File: src/rtl/calc2_pkg.sv
// Shared types for the calc2 request issuer: command/response codes,
// tag type, issuer FSM states and the retirement record.
package calc2_pkg;

    localparam int NUM_TAGS = 4;

    typedef logic [1:0] tag_t;

    typedef enum logic [3:0] {
        CMD_NOP = 4'd0,
        CMD_ADD = 4'd1,
        CMD_SUB = 4'd2,
        CMD_SHL = 4'd5,
        CMD_SHR = 4'd6
    } cmd_e;

    typedef enum logic [1:0] {
        RESP_IDLE    = 2'd0,
        RESP_OK      = 2'd1,
        RESP_OVF     = 2'd2,
        RESP_INVALID = 2'd3
    } resp_e;

    typedef enum logic {
        ST_IDLE  = 1'b0,
        ST_DATA2 = 1'b1
    } state_e;

    typedef struct packed {
        logic       vld;
        logic       timeout;
        tag_t       tag;
        logic [3:0] cmd;
    } retire_t;

    function automatic logic [2:0] popcnt(input logic [NUM_TAGS-1:0] m);
        logic [2:0] s;
        s = '0;
        for (int i = 0; i < NUM_TAGS; i++) s = s + 3'(m[i]);
        return s;
    endfunction

endpackage

File: src/rtl/calc2_tag_tracker.sv
// Tag bookkeeping: busy mask, per-tag command store and timeout counters,
// lowest-free allocation and one-per-cycle retirement arbitration.
module calc2_tag_tracker
    import calc2_pkg::*;
#(
    parameter int TIMEOUT = 255,
    parameter int CW      = $clog2(TIMEOUT + 1)
) (
    input  logic                c_clk,
    input  logic                reset,
    input  logic                alloc_en,
    input  logic [3:0]          alloc_cmd,
    input  logic [1:0]          dut_resp,
    input  tag_t                dut_tag,
    output logic [NUM_TAGS-1:0] free_mask,
    output tag_t                alloc_tag,
    output retire_t             retire,
    output logic                spurious,
    output logic [2:0]          busy_cnt
);

    logic [NUM_TAGS-1:0]         busy, busy_nxt, pend, ret_mask, alloc_mask;
    logic [NUM_TAGS-1:0][3:0]    cmd_q;
    logic [NUM_TAGS-1:0][CW-1:0] cnt_q;
    logic                        resp_hit;

    assign free_mask = ~busy;

    always_comb begin
        for (int i = 0; i < NUM_TAGS; i++)
            pend[i] = busy[i] && (cnt_q[i] == CW'(TIMEOUT));
    end

    always_comb begin
        alloc_tag = '0;
        for (int i = NUM_TAGS - 1; i >= 0; i--)
            if (!busy[i]) alloc_tag = tag_t'(i);

        resp_hit = (dut_resp != 2'd0) && busy[dut_tag];
        spurious = (dut_resp != 2'd0) && !busy[dut_tag];

        // A DUT response always beats a pending timeout; timeouts wait their turn.
        retire = '0;
        if (resp_hit) begin
            retire.vld = 1'b1;
            retire.tag = dut_tag;
        end else begin
            for (int i = NUM_TAGS - 1; i >= 0; i--) begin
                if (pend[i]) begin
                    retire.vld     = 1'b1;
                    retire.timeout = 1'b1;
                    retire.tag     = tag_t'(i);
                end
            end
        end
        retire.cmd = retire.vld ? cmd_q[retire.tag] : 4'd0;

        ret_mask              = '0;
        ret_mask[retire.tag]  = retire.vld;
        alloc_mask            = '0;
        alloc_mask[alloc_tag] = alloc_en;
        busy_nxt              = (busy & ~ret_mask) | alloc_mask;
    end

    // The allocation edge counts as the first outstanding cycle, so a tag
    // stays busy for exactly TIMEOUT cycles before it is forcibly retired.
    always_ff @(posedge c_clk or negedge reset) begin
        if (!reset) begin
            busy     <= '0;
            busy_cnt <= '0;
            cmd_q    <= '0;
            cnt_q    <= '0;
        end else begin
            busy     <= busy_nxt;
            busy_cnt <= popcnt(busy_nxt);
            for (int i = 0; i < NUM_TAGS; i++) begin
                if (alloc_mask[i]) begin
                    cmd_q[i] <= alloc_cmd;
                    cnt_q[i] <= CW'(1);
                end else if (busy[i] && cnt_q[i] != CW'(TIMEOUT)) begin
                    cnt_q[i] <= cnt_q[i] + 1'b1;
                end
            end
        end
    end

endmodule

File: src/rtl/calc2_req_issuer.sv
// Per-port calc2 request issuer: two-cycle request FSM, registered request
// and response outputs around the tag tracker.
module calc2_req_issuer
    import calc2_pkg::*;
#(
    parameter int TIMEOUT = 255,
    parameter int CW      = $clog2(TIMEOUT + 1)
) (
    input  logic        c_clk,
    input  logic        reset,
    input  logic        in_valid,
    output logic        in_ready,
    input  logic [3:0]  in_cmd,
    input  logic [31:0] in_op1,
    input  logic [31:0] in_op2,
    output logic [3:0]  req_cmd_out,
    output logic [31:0] req_data_out,
    output logic [1:0]  req_tag_out,
    input  logic [1:0]  dut_resp,
    input  logic [31:0] dut_data,
    input  logic [1:0]  dut_tag,
    output logic        rsp_valid,
    output logic [1:0]  rsp_resp,
    output logic [31:0] rsp_data,
    output logic [1:0]  rsp_tag,
    output logic [3:0]  rsp_cmd,
    output logic        rsp_timeout,
    output logic        spurious_err,
    output logic [2:0]  busy_cnt
);

    state_e              state_q;
    logic [31:0]         op2_q;
    logic [NUM_TAGS-1:0] free_mask;
    tag_t                alloc_tag;
    retire_t             retire;
    logic                spurious, xfer;

    // Gated by reset so the port reads not-ready while reset is held.
    assign in_ready = reset && (state_q == ST_IDLE) && (|free_mask);
    assign xfer     = in_valid && in_ready;

    calc2_tag_tracker #(.TIMEOUT(TIMEOUT), .CW(CW)) u_trk (
        .c_clk     (c_clk),
        .reset     (reset),
        .alloc_en  (xfer),
        .alloc_cmd (in_cmd),
        .dut_resp  (dut_resp),
        .dut_tag   (dut_tag),
        .free_mask (free_mask),
        .alloc_tag (alloc_tag),
        .retire    (retire),
        .spurious  (spurious),
        .busy_cnt  (busy_cnt)
    );

    always_ff @(posedge c_clk or negedge reset) begin
        if (!reset) begin
            state_q      <= ST_IDLE;
            op2_q        <= '0;
            req_cmd_out  <= '0;
            req_data_out <= '0;
            req_tag_out  <= '0;
            rsp_valid    <= 1'b0;
            rsp_resp     <= '0;
            rsp_data     <= '0;
            rsp_tag      <= '0;
            rsp_cmd      <= '0;
            rsp_timeout  <= 1'b0;
            spurious_err <= 1'b0;
        end else begin
            case (state_q)
                ST_IDLE: begin
                    if (xfer) begin
                        req_cmd_out  <= in_cmd;
                        req_tag_out  <= alloc_tag;
                        req_data_out <= in_op1;
                        op2_q        <= in_op2;
                        state_q      <= ST_DATA2;
                    end else begin
                        req_cmd_out  <= '0;
                        req_tag_out  <= '0;
                        req_data_out <= '0;
                    end
                end
                default: begin
                    req_cmd_out  <= '0;
                    req_tag_out  <= '0;
                    req_data_out <= op2_q;
                    state_q      <= ST_IDLE;
                end
            endcase

            rsp_valid    <= retire.vld;
            rsp_timeout  <= retire.vld && retire.timeout;
            rsp_resp     <= (retire.vld && !retire.timeout) ? dut_resp : 2'd0;
            rsp_data     <= (retire.vld && !retire.timeout) ? dut_data : 32'd0;
            rsp_tag      <= retire.vld ? retire.tag : 2'd0;
            rsp_cmd      <= retire.cmd;
            spurious_err <= spurious_err || spurious;
        end
    end

endmodule
File: config.mk
export PLATFORM = sky130hd
export DESIGN_NAME = calc2_req_issuer
export DESIGN_NICKNAME = d
export VERILOG_FILES = /design/src/rtl/calc2_pkg.sv /design/src/rtl/calc2_tag_tracker.sv /design/src/rtl/calc2_req_issuer.sv
export SDC_FILE = /design/constraint.sdc
export NUM_CORES = 1
export LEC_CHECK = 0
export ABC_CLOCK_PERIOD_IN_PS = 2700
export CAP_MARGIN = 40
export CORE_MARGIN = 2
export CORE_UTILIZATION = 43
export CTS_BUF_LIST = sky130_fd_sc_hd__clkbuf_16
export DETAILED_ROUTE_END_ITERATION = 8
export PLACE_DENSITY = 0.81
export SYNTH_ARGS = -nofsm -noshare
export SYNTH_HDL_FRONTEND = slang
export SYNTH_SLANG_ARGS = --single-unit
File: constraint.sdc
create_clock -name c_clk -period 2.7 [get_ports c_clk]
set_input_delay 0.405 -clock c_clk [delete_from_list [all_inputs] [get_ports c_clk]]
set_output_delay 0.405 -clock c_clk [all_outputs]
set_load 0.005 [all_outputs]
---- After elaboration in Yosys (flattened, before gate mapping) ----
Cells that the tools add are included.
word-level totals
  input port bits ......................... 107
  output and inout bits ................... 85
  logic and storage cells ................. 115
  register bits after elaboration ......... 169
operators by class
  reduce and logical (&&, ||, !) cells .... 27
  multiplexer cells ....................... 39
  add/sub/neg operators ................... 7
  order comparisons ....................... 5
  equality and inequality tests ........... 8
  bitwise logic cells ..................... 7
operator list
  cell                                                               number
  2-to-1 mux 32 bit                                                  3
  2-to-1 mux 8 bit                                                   8
  adder 8 x 1 -> 8 bit, second input constant                        4
  equality test 8 bit, second input constant                         4
  2-to-1 mux 4 bit                                                   8
  != test 8 bit, second input constant                               4
  2-to-1 mux 2 bit                                                   9
  logical AND 1 bit                                                  17
  bitwise AND 4 bit                                                  3
  nonzero test 2 bit                                                 5
  less-than comparator 2 x 3 -> 1 bit, second input constant         3
  binary-select mux 4 bit (select 2 bit)                             1
  inverter 4 bit                                                     2
  2-to-1 mux 1 bit                                                   7
  adder 3 x 1 -> 3 bit                                               2
  demux 1 bit (select 2 bit)                                         2
  greater-or-equal comparator 2 x 1 -> 1 bit, second input constant  2
  OR 4 bit                                                           1
  OR reduction 4 bit                                                 1
  adder 1 x 1 -> 2 bit                                               1
  binary-select mux 1 bit (select 2 bit)                             1
  logical NOT 1 bit                                                  2
  AND reduction 2 bit                                                1
  logical OR 1 bit                                                   1
  inverter 1 bit                                                     1

---- Depth between registers and ports, before layout ----
  depth after elaboration ................. 18
  mapped depth ............................ 13
  gate-level depth less buffers ........... 11

---- Modules after synthesis ----
Synthesis repeated with hierarchy kept, for this count alone.
second synthesis, totals
  cells, all modules ...................... 505
  area total of the unflattened synthesis .. 6820.3 sq um
modules (own cells, without submodules)
  module             area each (sq um)  instances  seq. area each (sq um)  cells each
  calc2_req_issuer   4078.9             1          2852.7                  242
  calc2_tag_tracker  2741.4             1          1376.3                  263

---- Worst setup path before layout ----
No wires, ideal clock.
  kind .................................... input port to flip-flop
  start point ............................. input dut_tag[0]
  end point ............................... register u_trk.busy_cnt[1]
  required time ........................... 2574 ps
  data arrival time ....................... 2795 ps
  stages .................................. 11
  setup time .............................. 126 ps
  slack ................................... -221 ps
  path through ............................ clkbuf_1 > mux4_2 > nor2b_4 > buf_6 > o31ai_1 > o21bai_1 > ha_1 > inv_1 > fa_1 > inv_1 > ha_1
between the ends
  cells in the longest elaborated chain, start to end .. 15
  elaborated cells on any way between the ends .. 17
  those cells by class .................... 3 x add/sub; 2 x order compare; 6 x mux; 4 x bitwise; 2 x reduce/logical
RTL lines
  item                                                                                                                     RTL line                 RTL
  from (decl)                                                                                                              calc2_req_issuer.sv:21   input logic [1:0] dut_tag,
  binary-select mux 1 bit (select 2 bit)                                                                                   calc2_tag_tracker.sv:39  resp_hit = (dut_resp != 2'd0) && busy[dut_tag];
  2-to-1 mux 1 bit (not written as such)                                                                                   calc2_tag_tracker.sv:39
  logical AND 1 bit                                                                                                        calc2_tag_tracker.sv:39
  2-to-1 mux 2 bit                                                                                                         calc2_tag_tracker.sv:44  if (resp_hit) begin
  less-than comparator 2 x 3 -> 1 bit (not written as such) or greater-or-equal comparator 2 x 1 -> 1 bit (tied branches)  calc2_tag_tracker.sv:59  ret_mask[retire.tag] = retire.vld;
  logical AND 1 bit (not written as such)                                                                                  calc2_tag_tracker.sv:59
  2-to-1 mux 1 bit (not written as such)                                                                                   calc2_tag_tracker.sv:59
  demux 1 bit (select 2 bit)                                                                                               n/a
  bitwise AND 4 bit (no line) (*)                                                                                          n/a
  inverter 4 bit (*)                                                                                                       calc2_tag_tracker.sv:62  busy_nxt = (busy & ~ret_mask) | alloc_mask;
  bitwise AND 4 bit (*)                                                                                                    calc2_tag_tracker.sv:62
  OR 4 bit (*)                                                                                                             calc2_tag_tracker.sv:62
  net u_trk.busy_nxt[1]                                                                                                    calc2_tag_tracker.sv:22  logic [NUM_TAGS-1:0] busy, busy_nxt, pend, ret_mask, alloc_mask;
  adder 1 x 1 -> 2 bit (*)                                                                                                 calc2_pkg.sv:39          for (int i = 0; i < NUM_TAGS; i++) s = s + 3'(m[i]);
  adder 3 x 1 -> 3 bit (*) (2 in a row)                                                                                    calc2_pkg.sv:39
  to (signal assigned)                                                                                                     calc2_tag_tracker.sv:75  busy_cnt <= popcnt(busy_nxt);
  to (decl)                                                                                                                calc2_tag_tracker.sv:19  output logic [2:0] busy_cnt
Mark *: on every way through the listed nets, which the timed path passes. The rest lies on a longest branch. The select of a mux whose other input is x is not followed.
A chain may end at the register's enable or synchronous reset.

---- Worst setup path after layout ----
  start point ............................. register u_trk.cnt_q[25] (netlist bit)
  end point ............................... register u_trk.busy_cnt[1]
between the ends
  cells in the longest elaborated chain, start to end .. 18
  elaborated cells on any way between the ends .. 20
  those cells by class .................... 3 x add/sub; 2 x order compare; 1 x eq/ne; 8 x mux; 4 x bitwise; 2 x reduce/logical
RTL lines
  item                                                                                                                     RTL line                 RTL
  from (decl)                                                                                                              calc2_tag_tracker.sv:24  logic [NUM_TAGS-1:0][CW-1:0] cnt_q;
  from (signal, indexed assignment)                                                                                        calc2_tag_tracker.sv:81  cnt_q[i] <= cnt_q[i] + 1'b1;
  equality test 8 bit (*)                                                                                                  calc2_tag_tracker.sv:31  pend[i] = busy[i] && (cnt_q[i] == CW'(TIMEOUT));
  logical AND 1 bit (*)                                                                                                    calc2_tag_tracker.sv:31
  2-to-1 mux 4 bit (*) (4 in a row)                                                                                        calc2_tag_tracker.sv:49  if (pend[i]) begin
  2-to-1 mux 2 bit                                                                                                         calc2_tag_tracker.sv:44
  less-than comparator 2 x 3 -> 1 bit (not written as such) or greater-or-equal comparator 2 x 1 -> 1 bit (tied branches)  calc2_tag_tracker.sv:59
  logical AND 1 bit (not written as such)                                                                                  calc2_tag_tracker.sv:59
  2-to-1 mux 1 bit (not written as such)                                                                                   calc2_tag_tracker.sv:59
  demux 1 bit (select 2 bit)                                                                                               n/a
  bitwise AND 4 bit (no line) (*)                                                                                          n/a
  inverter 4 bit (*)                                                                                                       calc2_tag_tracker.sv:62
  bitwise AND 4 bit (*)                                                                                                    calc2_tag_tracker.sv:62
  OR 4 bit (*)                                                                                                             calc2_tag_tracker.sv:62
  adder 1 x 1 -> 2 bit                                                                                                     calc2_pkg.sv:39
  adder 3 x 1 -> 3 bit                                                                                                     calc2_pkg.sv:39
  adder 3 x 1 -> 3 bit (*)                                                                                                 calc2_pkg.sv:39
Every way passes the cells marked *; elsewhere a longest branch is shown, timed or not.

==> reports/results.txt <==
number of flops mapped to enable cells by yosys: 0
nets: 852
slew of the pin with the lowest slew margin: 956 ps
drt pass-1 iters: 4
Max-cap violations: 0
R2R cell count: 11
syn nets: 628
synth cell count leaders: 169 x dfrtp_1, 48 x mux2_2, 37 x and2_1
Reg-to-Reg End: u_trk.busy_cnt[1]
I/O Pins: 192
asr flop ratio synth: 100%
largest net degree at the start of global routing: 170
sequential element share of the synthesized area: 63.1%
Crit. Startpoint: u_trk.cnt_q[25]
Die Y: 129 um
port buffer count: 191
WHS: 71.8 ps
DRT Wirelength: 16000 um
Worst path max stage delay: 390 ps
cell area after synthesis: 0.00670 mm^2
GRT Total Usage: 20.0%
Final Util: 63.7%
Worst Slack Setup Final: 18.9 ps
final setup violation count: 0
Die X: 129 um
delay-heaviest family, CP: compound AO/OA/AOI/OAI gates
vias in the first global route: 5144
WP depth: 11
Root Buffer Master: clkbuf_16
DR WL/cell: 17.1 um
met1 WL: 6430 um
P&R area growth vs syn: 44.5%
first-pass GRT wire length: 25800 um
CP required: 3010 ps
full die area: 0.0166 mm^2
Core Rows: 45
antenna violations before repair: 0
slowest cell on the critical path: dfrtp_1
Mapped Cells: 514
Initial DRC Count: 344
GPL Wtd Cong: 0.819
startpoint types: flip-flop
worst skew pair latency: 420 ps
CTS buffer count: 17
Worst R2R Setup Slack: 20 ps
Buffers & Inverters on Critical Path: 2
CTS max path bufs: 2
CTS Sinks: 169
Yosys top cell area share: 63.1%
Unique masters post-synth: 45
met3 wire len: 1650 um
CP cell instances: ha_2 > and4_1 > nand4_1 > o21ba_4 > o31a_1 > buf_6 > or2_4 > a21oi_4 > fa_2 > inv_2 > ha_4
# DRC: 0
layout filler cell count: 1083
post-synthesis area per instance: 13.0 um^2
slew margin rel.: 36.3%
max layer used: met4
dpl cell area: 0.00903 mm^2
core area: 0.0152 mm^2
share of cells above drive strength 1: 18.4%
CTS tree: done
Hold Crit Class: primary input to asynchronous set/reset pin
Final Cell Area: 0.00969 mm^2
Antenna Violating Nets Remaining: 0
Vias/cell: 5.26
YS warnings: 0
Synth area leader: dfrtp_1
Final Cycle Share: 99.3%
initial core utilization: 44.1%
CTS clk-pin slew, worst paths: 60 ps
WS Path Type: flip-flop to flip-flop
Leakage: 4.26 nW
minimum clock period: 2680 ps
Placement Setup Slack: -523 ps
Remaining Overflow, GRT: 0
FMAX: 0.373 GHz
dominant cells by area after synthesis: dfrtp_1 63%, mux2_2 8.1%, a22o_1 4.2%
RR Startpoint: u_trk.cnt_q[25]
VDD IR max: 0.000513 V
Top FF cell, synth: dfrtp_1
WP data arrival: 2990 ps
worst clock skew: 8.26 ps
final slew viol count: 0
status: finished, final reports clean
Critical Path Fanout Max: 4
H-tree Lvls: 4
RSZ-0062 raised after global routing: true
Detailed Place HPWL: 11200 um
flops & latches, synth: 169
Tot Pwr: 8.63 mW
cell area power density: 891 mW/mm^2
antenna cell count: 0
crit path to: u_trk.busy_cnt[1]
met2 wire len: 7590 um
count leader, synth: dfrtp_1
Hold Vio Cnt, Final: 0
vias: 4943
Worst setup EP type: flip-flop
metrics by stage:
step / setup TNS [ps] / instances
5_1_grt: -177 / 939
6_report: 0 / 939
3_5_place_dp: -1960 / 903
4_1_cts: 0 / 936
3_3_place_gp: -1060 / 903
2_1_floorplan: 0 / 514
how the worst min path moves through the flow:
stage | cells past startpoint | start | slack [ps] | endpoint
final | 2 | reset | 70 | rsp_data[14]
after global routing | 2 | reset | 230 | rsp_data[15]
after CTS | 2 | reset | 210 | rsp_data[21]
after detailed placement | 1 | spurious_err | 470 | spurious_err
after global placement | 1 | spurious_err | 460 | spurious_err
after floorplan | 0 | reset | 110 | op2_q[0]
state kept, by name (all words and copies together), names as in the netlist:
name            cells
op2_q              32
req_data_out       32
rsp_data           32
u_trk.cnt_q        32
u_trk.cmd_q        16
req_cmd_out         4
rsp_cmd             4
u_trk.busy          4
u_trk.busy_cnt      3
req_tag_out         2
rsp_resp            2
rsp_tag             2
rsp_timeout         1
rsp_valid           1
spurious_err        1
state_q             1
logic make-up after synthesis:
kind of cell | after synthesis | share of synthesized area [%]
muxes | 52 | 8.85
buffers and inverters | 37 | 2.71
adders and majority gates | 7 | 1.42
DFF | 169 | 63.1
AOI/OAI and AO/OA | 71 | 8.36
and+or+nand+nor | 151 | 12.0
xor gates and xnor gates | 27 | 3.53
worst reg2reg max path: cells and delay by family (launching register included):
family / cells / cell delay [ps]
AOI/OAI and AO/OA: 3 / 730
and+or+nand+nor: 3 / 670
adders and majority gates: 3 / 630
DFF: 1 / 390
buffers and inverters: 2 / 170
cell type report:
type / count / area (um^2) / share of cell area [%]
tap: 188 / 235 / 2.43
clock inverter: 15 / 150 / 1.55
timing repair buffer: 233 / 2240 / 23.2
inverter: 9 / 33.8 / 0.349
clock buffer: 17 / 425 / 4.39
multi-input combinational: 308 / 2370 / 24.5
sequential: 169 / 4230 / 43.7
layer usage:
layer	vias to the layer above	global-route usage, %
li1	2250	-
met5	-	0
met1	2408	23.3
met4	0	7.99
met3	35	8.07
met2	250	33.2
layout by cell type (no fill, tap or decap), types with 3 or more instances in the layout:
master / n
clkdlybuf4s50_1: 189
dfrtp_1: 169
mux2_2: 48
buf_4: 40
and2_1: 36
nor2_1: 33
a22o_1: 32
nand2_1: 24
nand4_1: 18
clkbuf_16: 17
xnor2_1: 15
xor2_1: 12
nand3_1: 10
inv_1: 7
and3_1: 7
nor3_1: 5
a21oi_1: 5
o21ai_0: 5
and4_1: 4
a32oi_1: 4
a31oi_1: 4
a221o_1: 4
ha_1: 4
clkinv_1: 4
mux2i_1: 3
o21bai_1: 3
inv_6: 3
repair_timing:
item,4_1_cts,5_1_grt
hold endpoints to repair,0,0
buffers inserted,1,3
setup endpoints to repair,2,3
pin swaps,1,7
hold buffers,0,0
resized for setup,3,9
power by group:
| part | internal (mW) | switching, mW |
|---|---|---|
| Sequential | 3.25 | 0.493 |
| Combinational | 1.43 | 1.09 |
| Clock | 1.36 | 1.00 |
| Total | 6.04 | 2.59 |
No activity file was read; power rests on OpenSTA's default activity.
